$ cat config.mk
export PLATFORM = sky130hd
export DESIGN_NAME = gameend_ctrl_flat
export DESIGN_NICKNAME = d
export VERILOG_FILES = /design/src/rtl/gameend_pkg.sv /design/src/rtl/gameend_ctrl_if.sv /design/src/rtl/gameend_ctrl_frame_counter.sv /design/src/rtl/gameend_ctrl.sv /design/src/flat_wrapper.sv
export SDC_FILE = /design/constraint.sdc
export NUM_CORES = 1
export LEC_CHECK = 0
export CAP_MARGIN = 25
export CELL_PAD_IN_SITES_DETAIL_PLACEMENT = 0
export CELL_PAD_IN_SITES_GLOBAL_PLACEMENT = 1
export CORE_MARGIN = 4
export CORE_UTILIZATION = 38
export DETAILED_ROUTE_END_ITERATION = 16
export GPL_TIMING_DRIVEN = 0
export PLACE_DENSITY_LB_ADDON = 0.12
export REMOVE_ABC_BUFFERS = 1
export SYNTH_ARGS = -nofsm -noshare
export SYNTH_HDL_FRONTEND = slang
export SYNTH_SLANG_ARGS = --single-unit
export TNS_END_PERCENT = 30
$ cat constraint.sdc
create_clock -name clk -period 2.1 [get_ports clk]
set_clock_uncertainty 0.05 [all_clocks]
set_input_delay 0.21 -clock clk [delete_from_list [all_inputs] [get_ports clk]]
set_output_delay 0.21 -clock clk [all_outputs]
set_load 0.02 [all_outputs]
$ cat src/rtl/gameend_pkg.sv
// Shared definitions for the end-of-round sequencer.
//   state_e        : sequencer states (PLAY/SETTLE/SLIDE/HOLD/RESTART)
//   WIN_P1/WIN_P2/DRAW : encodings driven on the 'which' output
//   H_RES/V_RES    : visible screen size in pixels
//   cnt_width()    : bit width needed to hold 0..max inclusive
package gameend_pkg;

    typedef enum logic [2:0] {
        ST_PLAY,
        ST_SETTLE,
        ST_SLIDE,
        ST_HOLD,
        ST_RESTART
    } state_e;

    localparam logic [1:0] WIN_P1 = 2'd0;
    localparam logic [1:0] WIN_P2 = 2'd1;
    localparam logic [1:0] DRAW   = 2'd2;

    localparam int unsigned H_RES = 640;
    localparam int unsigned V_RES = 480;

    function automatic int unsigned cnt_width(input int unsigned max_val);
        return (max_val < 2) ? 1 : $clog2(max_val + 1);
    endfunction

endpackage

$ cat src/rtl/gameend_ctrl_if.sv
// Signal bundle between the end-of-round sequencer and its neighbours
// (game logic / collision on the input side, paint mux on the output side).
//   master : the sequencer (consumes tick/deaths/button, drives results)
//   slave  : the surrounding system (drives tick/deaths/button)
interface gameend_ctrl_if;

    logic       frame_tick;
    logic       p1_dead;
    logic       p2_dead;
    logic       restart_btn;
    logic [1:0] which;
    logic       show_end;
    logic [9:0] p_x;
    logic [9:0] p_y;
    logic       freeze;
    logic       game_rst;
    logic       busy;

    modport master (
        input  frame_tick, p1_dead, p2_dead, restart_btn,
        output which, show_end, p_x, p_y, freeze, game_rst, busy
    );

    modport slave (
        output frame_tick, p1_dead, p2_dead, restart_btn,
        input  which, show_end, p_x, p_y, freeze, game_rst, busy
    );

endinterface

$ cat src/rtl/gameend_ctrl_frame_counter.sv
// Saturating frame counter.
//   clk, rst : clock, async active-high reset
//   clr      : synchronous clear (wins over en)
//   en       : count enable (frame_tick)
//   count    : current value, saturates at MAX_COUNT
module frame_counter
    import gameend_pkg::*;
#(
    parameter int unsigned MAX_COUNT = 8,
    localparam int unsigned W = cnt_width(MAX_COUNT)
) (
    input  logic         clk,
    input  logic         rst,
    input  logic         clr,
    input  logic         en,
    output logic [W-1:0] count
);

    localparam logic [W-1:0] MAX_V = W'(MAX_COUNT);

    logic [W-1:0] count_q;
    logic [W-1:0] count_d;

    always_comb begin
        count_d = count_q;
        if (clr) begin
            count_d = '0;
        end else if (en && (count_q < MAX_V)) begin
            count_d = count_q + 1'b1;
        end
    end

    always_ff @(posedge clk or posedge rst) begin
        if (rst) begin
            count_q <= '0;
        end else begin
            count_q <= count_d;
        end
    end

    assign count = count_q;

endmodule

$ cat src/rtl/gameend_ctrl.sv
// End-of-round sequencer: resolves the round result from player deaths,
// freezes gameplay, slides the end image in, and hands restart back to play.
//   clk, rst : pixel clock, async active-high reset
//   bus      : gameend_ctrl_if.master
//              in : frame_tick, p1_dead, p2_dead, restart_btn
//              out: which, show_end, p_x, p_y, freeze, game_rst, busy
// All outputs are registered.
module gameend_ctrl
    import gameend_pkg::*;
#(
    parameter int unsigned SETTLE_FRAMES   = 8,
    parameter int unsigned MIN_HOLD_FRAMES = 60,
    parameter int unsigned ORIGIN_X        = 192,
    parameter int unsigned START_Y         = 0,
    parameter int unsigned TARGET_Y        = 176,
    parameter int unsigned STEP_Y          = 8
) (
    input  logic          clk,
    input  logic          rst,
    gameend_ctrl_if.master bus
);

    localparam int unsigned SW = cnt_width(SETTLE_FRAMES);
    localparam int unsigned HW = cnt_width(MIN_HOLD_FRAMES);

    state_e     state_q,    state_d;
    logic [1:0] which_q,    which_d;
    logic       show_end_q, show_end_d;
    logic [9:0] p_y_q,      p_y_d;
    logic       freeze_q,   freeze_d;
    logic       game_rst_q, game_rst_d;
    logic       busy_q,     busy_d;
    logic       btn_q;

    logic [SW-1:0] settle_cnt;
    logic [HW-1:0] hold_cnt;
    logic [10:0]   y_sum;
    logic          btn_rise;

    // Counters are held clear outside their state, so the tick that arrives
    // with the PLAY->SETTLE (or SLIDE->HOLD) transition is never counted.
    frame_counter #(.MAX_COUNT(SETTLE_FRAMES)) u_settle_cnt (
        .clk   (clk),
        .rst   (rst),
        .clr   (state_q != ST_SETTLE),
        .en    (bus.frame_tick),
        .count (settle_cnt)
    );

    frame_counter #(.MAX_COUNT(MIN_HOLD_FRAMES)) u_hold_cnt (
        .clk   (clk),
        .rst   (rst),
        .clr   (state_q != ST_HOLD),
        .en    (bus.frame_tick),
        .count (hold_cnt)
    );

    // 11-bit sum so a step past the target can be detected before clamping.
    assign y_sum    = {1'b0, p_y_q} + 11'(STEP_Y);
    assign btn_rise = bus.restart_btn && !btn_q;

    always_comb begin
        state_d    = state_q;
        which_d    = which_q;
        show_end_d = show_end_q;
        p_y_d      = p_y_q;
        freeze_d   = freeze_q;
        game_rst_d = 1'b0;
        busy_d     = busy_q;

        unique case (state_q)
            ST_PLAY: begin
                if (bus.p1_dead || bus.p2_dead) begin
                    state_d  = ST_SETTLE;
                    freeze_d = 1'b1;
                    busy_d   = 1'b1;
                    if (bus.p1_dead && bus.p2_dead) which_d = DRAW;
                    else if (bus.p2_dead)           which_d = WIN_P1;
                    else                            which_d = WIN_P2;
                end
            end
            ST_SETTLE: begin
                // Late death of the surviving player turns the result into a draw.
                if ((which_q == WIN_P1 && bus.p1_dead) ||
                    (which_q == WIN_P2 && bus.p2_dead)) begin
                    which_d = DRAW;
                end
                if (bus.frame_tick && (settle_cnt == SW'(SETTLE_FRAMES - 1))) begin
                    state_d    = ST_SLIDE;
                    show_end_d = 1'b1;
                    p_y_d      = 10'(START_Y);
                end
            end
            ST_SLIDE: begin
                if (bus.frame_tick) begin
                    if (y_sum >= 11'(TARGET_Y)) begin
                        p_y_d   = 10'(TARGET_Y);
                        state_d = ST_HOLD;
                    end else begin
                        p_y_d = y_sum[9:0];
                    end
                end
            end
            ST_HOLD: begin
                if (btn_rise && (hold_cnt == HW'(MIN_HOLD_FRAMES))) begin
                    state_d    = ST_RESTART;
                    game_rst_d = 1'b1;
                    show_end_d = 1'b0;
                    p_y_d      = 10'(START_Y);
                end
            end
            ST_RESTART: begin
                state_d  = ST_PLAY;
                freeze_d = 1'b0;
                busy_d   = 1'b0;
            end
            default: begin
                state_d = ST_PLAY;
            end
        endcase
    end

    always_ff @(posedge clk or posedge rst) begin
        if (rst) begin
            state_q    <= ST_PLAY;
            which_q    <= WIN_P1;
            show_end_q <= 1'b0;
            p_y_q      <= 10'(START_Y);
            freeze_q   <= 1'b0;
            game_rst_q <= 1'b0;
            busy_q     <= 1'b0;
            btn_q      <= 1'b0;
        end else begin
            state_q    <= state_d;
            which_q    <= which_d;
            show_end_q <= show_end_d;
            p_y_q      <= p_y_d;
            freeze_q   <= freeze_d;
            game_rst_q <= game_rst_d;
            busy_q     <= busy_d;
            btn_q      <= bus.restart_btn;
        end
    end

    assign bus.which    = which_q;
    assign bus.show_end = show_end_q;
    assign bus.p_x      = 10'(ORIGIN_X);
    assign bus.p_y      = p_y_q;
    assign bus.freeze   = freeze_q;
    assign bus.game_rst = game_rst_q;
    assign bus.busy     = busy_q;

endmodule

$ cat src/flat_wrapper.sv
// flat-port wrapper written by rule: the top's interface ports become plain ports
module gameend_ctrl_flat import gameend_pkg::*;
#(
    parameter int unsigned SETTLE_FRAMES   = 8,
    parameter int unsigned MIN_HOLD_FRAMES = 60,
    parameter int unsigned ORIGIN_X        = 192,
    parameter int unsigned START_Y         = 0,
    parameter int unsigned TARGET_Y        = 176,
    parameter int unsigned STEP_Y          = 8
)
  (clk, rst, bus_frame_tick, bus_p1_dead, bus_p2_dead, bus_restart_btn, bus_which, bus_show_end, bus_p_x, bus_p_y, bus_freeze, bus_game_rst, bus_busy);
  gameend_ctrl_if bus_i ();
  input  logic clk;
  input  logic rst;
  input wire logic [$bits(bus_i.frame_tick)-1:0] bus_frame_tick;
  input wire logic [$bits(bus_i.p1_dead)-1:0] bus_p1_dead;
  input wire logic [$bits(bus_i.p2_dead)-1:0] bus_p2_dead;
  input wire logic [$bits(bus_i.restart_btn)-1:0] bus_restart_btn;
  output wire logic [$bits(bus_i.which)-1:0] bus_which;
  output wire logic [$bits(bus_i.show_end)-1:0] bus_show_end;
  output wire logic [$bits(bus_i.p_x)-1:0] bus_p_x;
  output wire logic [$bits(bus_i.p_y)-1:0] bus_p_y;
  output wire logic [$bits(bus_i.freeze)-1:0] bus_freeze;
  output wire logic [$bits(bus_i.game_rst)-1:0] bus_game_rst;
  output wire logic [$bits(bus_i.busy)-1:0] bus_busy;
  assign bus_i.frame_tick = bus_frame_tick;
  assign bus_i.p1_dead = bus_p1_dead;
  assign bus_i.p2_dead = bus_p2_dead;
  assign bus_i.restart_btn = bus_restart_btn;
  assign bus_which = bus_i.which;
  assign bus_show_end = bus_i.show_end;
  assign bus_p_x = bus_i.p_x;
  assign bus_p_y = bus_i.p_y;
  assign bus_freeze = bus_i.freeze;
  assign bus_game_rst = bus_i.game_rst;
  assign bus_busy = bus_i.busy;
  gameend_ctrl #(.SETTLE_FRAMES(SETTLE_FRAMES), .MIN_HOLD_FRAMES(MIN_HOLD_FRAMES), .ORIGIN_X(ORIGIN_X), .START_Y(START_Y), .TARGET_Y(TARGET_Y), .STEP_Y(STEP_Y)) u_core (.clk(clk), .rst(rst), .bus(bus_i));
endmodule
==> results.cfg, run 1 <==
[place]
final_replace_weighted_congestion = 0.775
dp_hpwl_um = 2040
io_buffer_count = 18
setup_slack_placement_ns = 0.156

[sta]
period_minus_slack_ns = 1.83
hold_viol_final = 0
setup_viol = 0
post-route-period-util_pct = 87.2
rsz_0062_raised_after_global_routing = no
timing_max_transition_violations_final = 0
worst_slew_pin_slew_ns = 0.590
maxSlewHeadroom_pct = 60.7
worst_slack_ns = 0.269
tns_ns = 0
max_clock_freq_ghz = 0.546

[routing]
avgViaCountPerCell = 4.94
detail_route.wirelength_um = 2650
antenna_violating_nets_post_route = 0
drt_iter0_drc = 60
remaining_design_rule_violation_count = 0
post_drt_wl_per_cell_um = 12.3
dr.pass1.iters = 4
num_vias = 1067

[clocking]
count_of_instances_resized_after_the_clock_tree_is_built = 0
cts-htree-levels = 1
cts.hold.buffers_added = 0
cts.reportedPaths.clkPinSlew_ns = 0.09
clkSinkCount = 26
clock_tree_from_tritoncts = built
worst_skew_pair.late_latency_ns = 0.27
postCtsSetupRepairBufs = 0
clock_path_buffers = 2
clock_tree.root_cell = sky130_fd_sc_hd__clkbuf_8
cts_buffers = 3

[setup_path]
r2r.worst_path.cells = 6
r2r-end = u_core.bus.p_y[6]
timing.critical_path.arrival_ns = 1.96
cp_cell_sequence = ha_1, nand2_1, nand3b_1, o31ai_2, nand3b_1, o31ai_1
critical_path.max_stage_delay_ns = 0.44
timing.rr.start = u_core.bus.p_y[3]
crit_fanout = 5
critical_path.endpoint_type = flop
cp_slowest_cell = sky130_fd_sc_hd__dfrtp_1
rrSetupSlack_ns = 0.27
timing.critical_path.from_type = flop
critical-path-top-cell-by-count = sky130_fd_sc_hd__nand3b_1
timing.critical_path.buf_inv = 0
setup.worst_path.class = flop to flop
timing.critical_path.required_ns = 2.23
critical-path-top-delay-family = compound AO/OA/AOI/OAI gates

[synth]
ys_types = 42
sequential_to_total_area_share_from_yosys_stat_pct = 44.3
yosys_register_bits = 26
synth_cells = 151
ys.warnings.count = 0
netlist_area_mm2 = 0.00147
postSynthAreaPerCell_um2 = 9.74

[power_and_ir_drop]
cellPowerDensity_mw_per_mm2 = 1050
power.switching_mw = 0.664
leak_nw = 0.745
cellInternalPower_mw = 1.13
irDropWorstVdd_uv = 534
power_frac_seq_pct = 38.0
p_sw_share_pct = 36.9
power.share.combinational_pct = 39.0
total_power_mw = 1.80
clock_power_share_pct = 23.0

[global_routing]
global_route.usage.total_pct = 11.4
grt_antenna_before_repair = 0
first_global_vias = 1017
globalRoute.totalOverflow = 0
grt_pass1_wl_um = 4580
maximum_number_of_pins_on_one_net_before_global_route_repair = 16

[floorplanning]
chipWidth_um = 70.2
num_rows = 22
io_pins = 32
floorplan.die.height_um = 70.2
core_region_area_mm2 = 0.00369
fp.dieArea_mm2 = 0.00493
initial_core_util_pct = 39.9

[min_path]
type_of_the_worst_min_delay_path = input pin to async pin

[finish]
synthToLayoutAreaGrowth_pct = 16.9
layout-drive-gt1-share_pct = 8.33
final_common_cell = sky130_fd_sc_hd__dfrtp_1
antenna_cells = 0
most-common-layout-cells = sky130_fd_sc_hd__dfrtp_1 (26), sky130_fd_sc_hd__nor2_1 (23), sky130_fd_sc_hd__clkdlybuf4s50_1 (18), sky130_fd_sc_hd__nand2_1 (13), sky130_fd_sc_hd__conb_1 (13)
final_nets = 179

[outcome]
outcome = completed

[run]
drv.max_cap_violation_count = 0
==> stage by stage <==
stage               area [um^2]  utilization, %  std cells  hold WS [ns]
floorplan                  1380               -        145         0.191
global placement           1620            43.9        211         0.433
detailed placement         1650            44.7        212         0.437
CTS                        1720            46.6        216         0.255
global route               1720            46.6        216         0.293
finish                     1720            46.6        216         0.242
==> cell families after synthesis <==
group	count (synthesis)	share of synthesized area, %
buffers and inverters	21	9.96
adder cells (fa/ha/maj)	4	3.40
multiplexers	2	1.36
flip-flops	26	44.3
AND/OR/NAND/NOR	63	22.0
AO/OA/AOI/OAI	25	13.7
other	2	0.511
XOR/XNOR	8	4.77
==> layer usage <==
layer	part of all wire [%]	global-route usage, %	up-vias	wire (um)
met5	0	0	-	0
met4	1.4	4.47	0	36
met3	4.2	2.30	4	112
met2	49	18.7	21	1290
met1	46	14.6	515	1210
li1	-	-	527	-
==> worst max-delay path by stage <==
stage                      start                 to  slack, ns  depth (start not counted)
2_1_floorplan  u_core.bus.p_y[3]  u_core.bus.p_y[5]       0.40                          6
3_3_place_gp      bus_frame_tick  u_core.bus.p_y[5]       0.18                          6
3_5_place_dp      bus_frame_tick  u_core.bus.p_y[5]       0.16                          6
4_1_cts        u_core.bus.p_y[3]  u_core.bus.p_y[6]       0.22                          6
5_1_grt        u_core.bus.p_y[3]  u_core.bus.p_y[6]       0.02                          6
6_report       u_core.bus.p_y[3]  u_core.bus.p_y[6]       0.27                          6
==> cells in the mapped netlist (all sizes together) <==
master,number,area share (%)
a2bb2oi,1,1.0
xor2,6,3.6
o22ai,1,0.43
or2,2,0.85
a22o,4,2.4
conb,2,0.51
nand4b,1,0.60
nor2b,1,0.43
nand2b,2,0.85
o211ai,1,1.4
nor4b,1,0.60
o21ai,6,2.3
nor3,1,0.34
a22oi,1,0.51
xnor2,2,1.2
nand2,13,3.3
mux2i,2,1.4
or3b,1,0.77
clkbuf,1,0.26
o21ba,1,0.68
ha,4,3.4
nor3b,1,0.85
inv,4,1.0
dfrtp,26,44
a31o,1,0.60
nand3b,5,2.8
nor2,24,6.3
buf,16,8.7
o31ai,3,1.9
nor4,1,0.43
a21oi,4,1.4
nand3,4,1.4
o21bai,1,0.51
and2,3,1.3
nand4,3,1.3
a41oi,1,0.60
==> layout make-up <==
cell class                      instances  area, um^2
Clock buffer                            3        41.3
Multi-Input combinational cell        115         714
Timing Repair Buffer                   19         208
Inverter                                4        15.0
Tap cell                               48        60.1
Sequential cell                        26         651
Fill cell                             361        1970
Clock inverter                          1        30.0
==> power by group through the flow <==
stage | clock network (mW) | registers (mW) | logic [mW]
after detailed placement | 0 | 0.692 | 0.708
after global placement | 0 | 0.689 | 0.696
after global routing | 0.450 | 0.697 | 0.776
final | 0.414 | 0.684 | 0.701
after floorplan | 0 | 0.727 | 0.445
after CTS | 0.433 | 0.683 | 0.713
==> state kept, by name, summed over array words and instances (netlist names) <==
| register | count |
|---|---|
| u_core.u_settle_cnt.count | 4 |
| u_core.state_q | 3 |
| u_core.bus.freeze | 1 |
| u_core.u_hold_cnt.count | 6 |
| u_core.btn_q | 1 |
| u_core.bus.p_y | 7 |
| u_core.bus.which | 2 |
| u_core.bus.game_rst | 1 |
| u_core.bus.show_end | 1 |
Power figures use the tool's default switching activity.
==> inputs of run 2 (changes only) <==
- CORE_ASPECT_RATIO: default -> 0.7
==> results.cfg, run 2 (synthesis results as in run 1) <==
[outcome]
outcome = completed

[clocking]
clock_tree_from_tritoncts = built
clkSinkCount = 26
postCtsSetupRepairBufs = 0
cts-htree-levels = 1
cts.reportedPaths.clkPinSlew_ns = 0.09
count_of_instances_resized_after_the_clock_tree_is_built = 0
clock_path_buffers = 2
clock_tree.root_cell = sky130_fd_sc_hd__clkbuf_8
cts_buffers = 3
cts.hold.buffers_added = 0
worst_skew_pair.late_latency_ns = 0.26

[routing]
post_drt_wl_per_cell_um = 12.4
num_vias = 1065
dr.pass1.iters = 4
remaining_design_rule_violation_count = 0
drt_iter0_drc = 61
antenna_violating_nets_post_route = 0
avgViaCountPerCell = 4.91
detail_route.wirelength_um = 2680

[setup_path]
cp_cell_sequence = ha_1, nand2_1, nand3b_1, o31ai_2, nand3b_1, o31ai_1
critical_path.endpoint_type = flop
timing.critical_path.required_ns = 2.22
r2r-end = u_core.bus.p_y[6]
critical-path-top-delay-family = compound AO/OA/AOI/OAI gates
setup.worst_path.class = flop to flop
timing.rr.start = u_core.bus.p_y[3]
r2r.worst_path.cells = 6
timing.critical_path.from_type = flop
critical-path-top-cell-by-count = sky130_fd_sc_hd__nand3b_1
cp_slowest_cell = sky130_fd_sc_hd__dfrtp_1
timing.critical_path.arrival_ns = 2.01
critical_path.max_stage_delay_ns = 0.44
timing.critical_path.buf_inv = 0
rrSetupSlack_ns = 0.22
crit_fanout = 5
critical_path.startpoint = u_core.bus.p_y[3]
cp.depth = 6

[global_routing]
first_global_vias = 1031
grt_antenna_before_repair = 0
grt_pass1_wl_um = 4770
globalRoute.totalOverflow = 0
maximum_number_of_pins_on_one_net_before_global_route_repair = 16
global_route.usage.total_pct = 12.6

[sta]
hold_slack_ns = 0.228
hold_viol_final = 0
tns_ns = 0
period_minus_slack_ns = 1.88
worst_slew_pin_slew_ns = 0.537
post-route-period-util_pct = 89.6
rsz_0062_raised_after_global_routing = no
setup_viol = 0
maxSlewHeadroom_pct = 64.2
max_clock_freq_ghz = 0.531
worst_slack_ns = 0.218
timing_max_transition_violations_final = 0

[finish]
synthToLayoutAreaGrowth_pct = 15.1
antenna_cells = 0
most-common-layout-cells = sky130_fd_sc_hd__dfrtp_1 (26), sky130_fd_sc_hd__nor2_1 (23), sky130_fd_sc_hd__clkdlybuf4s50_1 (18), sky130_fd_sc_hd__nand2_1 (13), sky130_fd_sc_hd__conb_1 (13)
final_common_cell = sky130_fd_sc_hd__dfrtp_1
fillCellCount = 343
final_cells = 217
largest_register_ff_count = 7
layout-drive-gt1-share_pct = 7.78
final_nets = 179

[floorplanning]
floorplan.die.height_um = 60.0
io_pins = 32
fp.dieArea_mm2 = 0.00494
num_rows = 18
chipWidth_um = 82.3
initial_core_util_pct = 40.5
core_region_area_mm2 = 0.00363

[place]
cells_after_dpl = 214
final_replace_weighted_congestion = 0.833
setup_slack_placement_ns = 0.167
dp_hpwl_um = 2120
io_buffer_count = 18

[power_and_ir_drop]
cellInternalPower_mw = 1.01
power.switching_mw = 0.639
clock_power_share_pct = 16.4
p_sw_share_pct = 38.8
power.share.combinational_pct = 42.4
irDropWorstVdd_uv = 402
power_frac_seq_pct = 41.2
cellPowerDensity_mw_per_mm2 = 973
leak_nw = 0.731

[min_path]
type_of_the_worst_min_delay_path = input pin to async pin

[run]
drv.max_cap_violation_count = 0
## run 2: per-stage QoR
step           total power, mW  area [um^2]  util, %
6_report                  1.65         1690     46.7
5_1_grt                   1.79         1690     46.7
4_1_cts                   1.67         1690     46.7
3_5_place_dp              1.39         1650     45.5
3_3_place_gp              1.38         1620     44.8
2_1_floorplan             1.17         1380        -
## run 2: layout make-up
class                           instances  area [um^2]  area share [%]
Multi-Input combinational cell        115          714            42.2
Tap cell                               50         62.6            3.70
Clock buffer                            3         41.3            2.44
Inverter                                4         15.0           0.888
Sequential cell                        26          651            38.5
Timing Repair Buffer                   19          208            12.3
## run 2: how the worst max path moves through the flow
stage / endpoint / slack, ns
CTS: u_core.bus.p_y[6] / 0.22
finish: u_core.bus.p_y[6] / 0.22
global route: u_core.bus.p_y[6] / 0.1
global placement: u_core.bus.p_y[5] / 0.20
detailed placement: u_core.bus.p_y[5] / 0.17
floorplan: u_core.bus.p_y[5] / 0.40
## run 2: power groups by stage
stage / logic (mW) / registers [mW] / clock network, mW
after global routing: 0.781 / 0.696 / 0.310
after CTS: 0.708 / 0.677 / 0.287
after floorplan: 0.445 / 0.727 / 0
after detailed placement: 0.707 / 0.687 / 0
final: 0.698 / 0.677 / 0.270
after global placement: 0.692 / 0.686 / 0
## run 2: metal layers
| layer | vias up | global-route usage (%) | wire (um) |
|---|---|---|---|
| li1 | 525 | - | - |
| met1 | 508 | 17.2 | 1300 |
| met2 | 30 | 19.3 | 1210 |
| met3 | 2 | 4.07 | 163 |
| met4 | 0 | 2.84 | 11 |
| met5 | - | 0 | 0 |
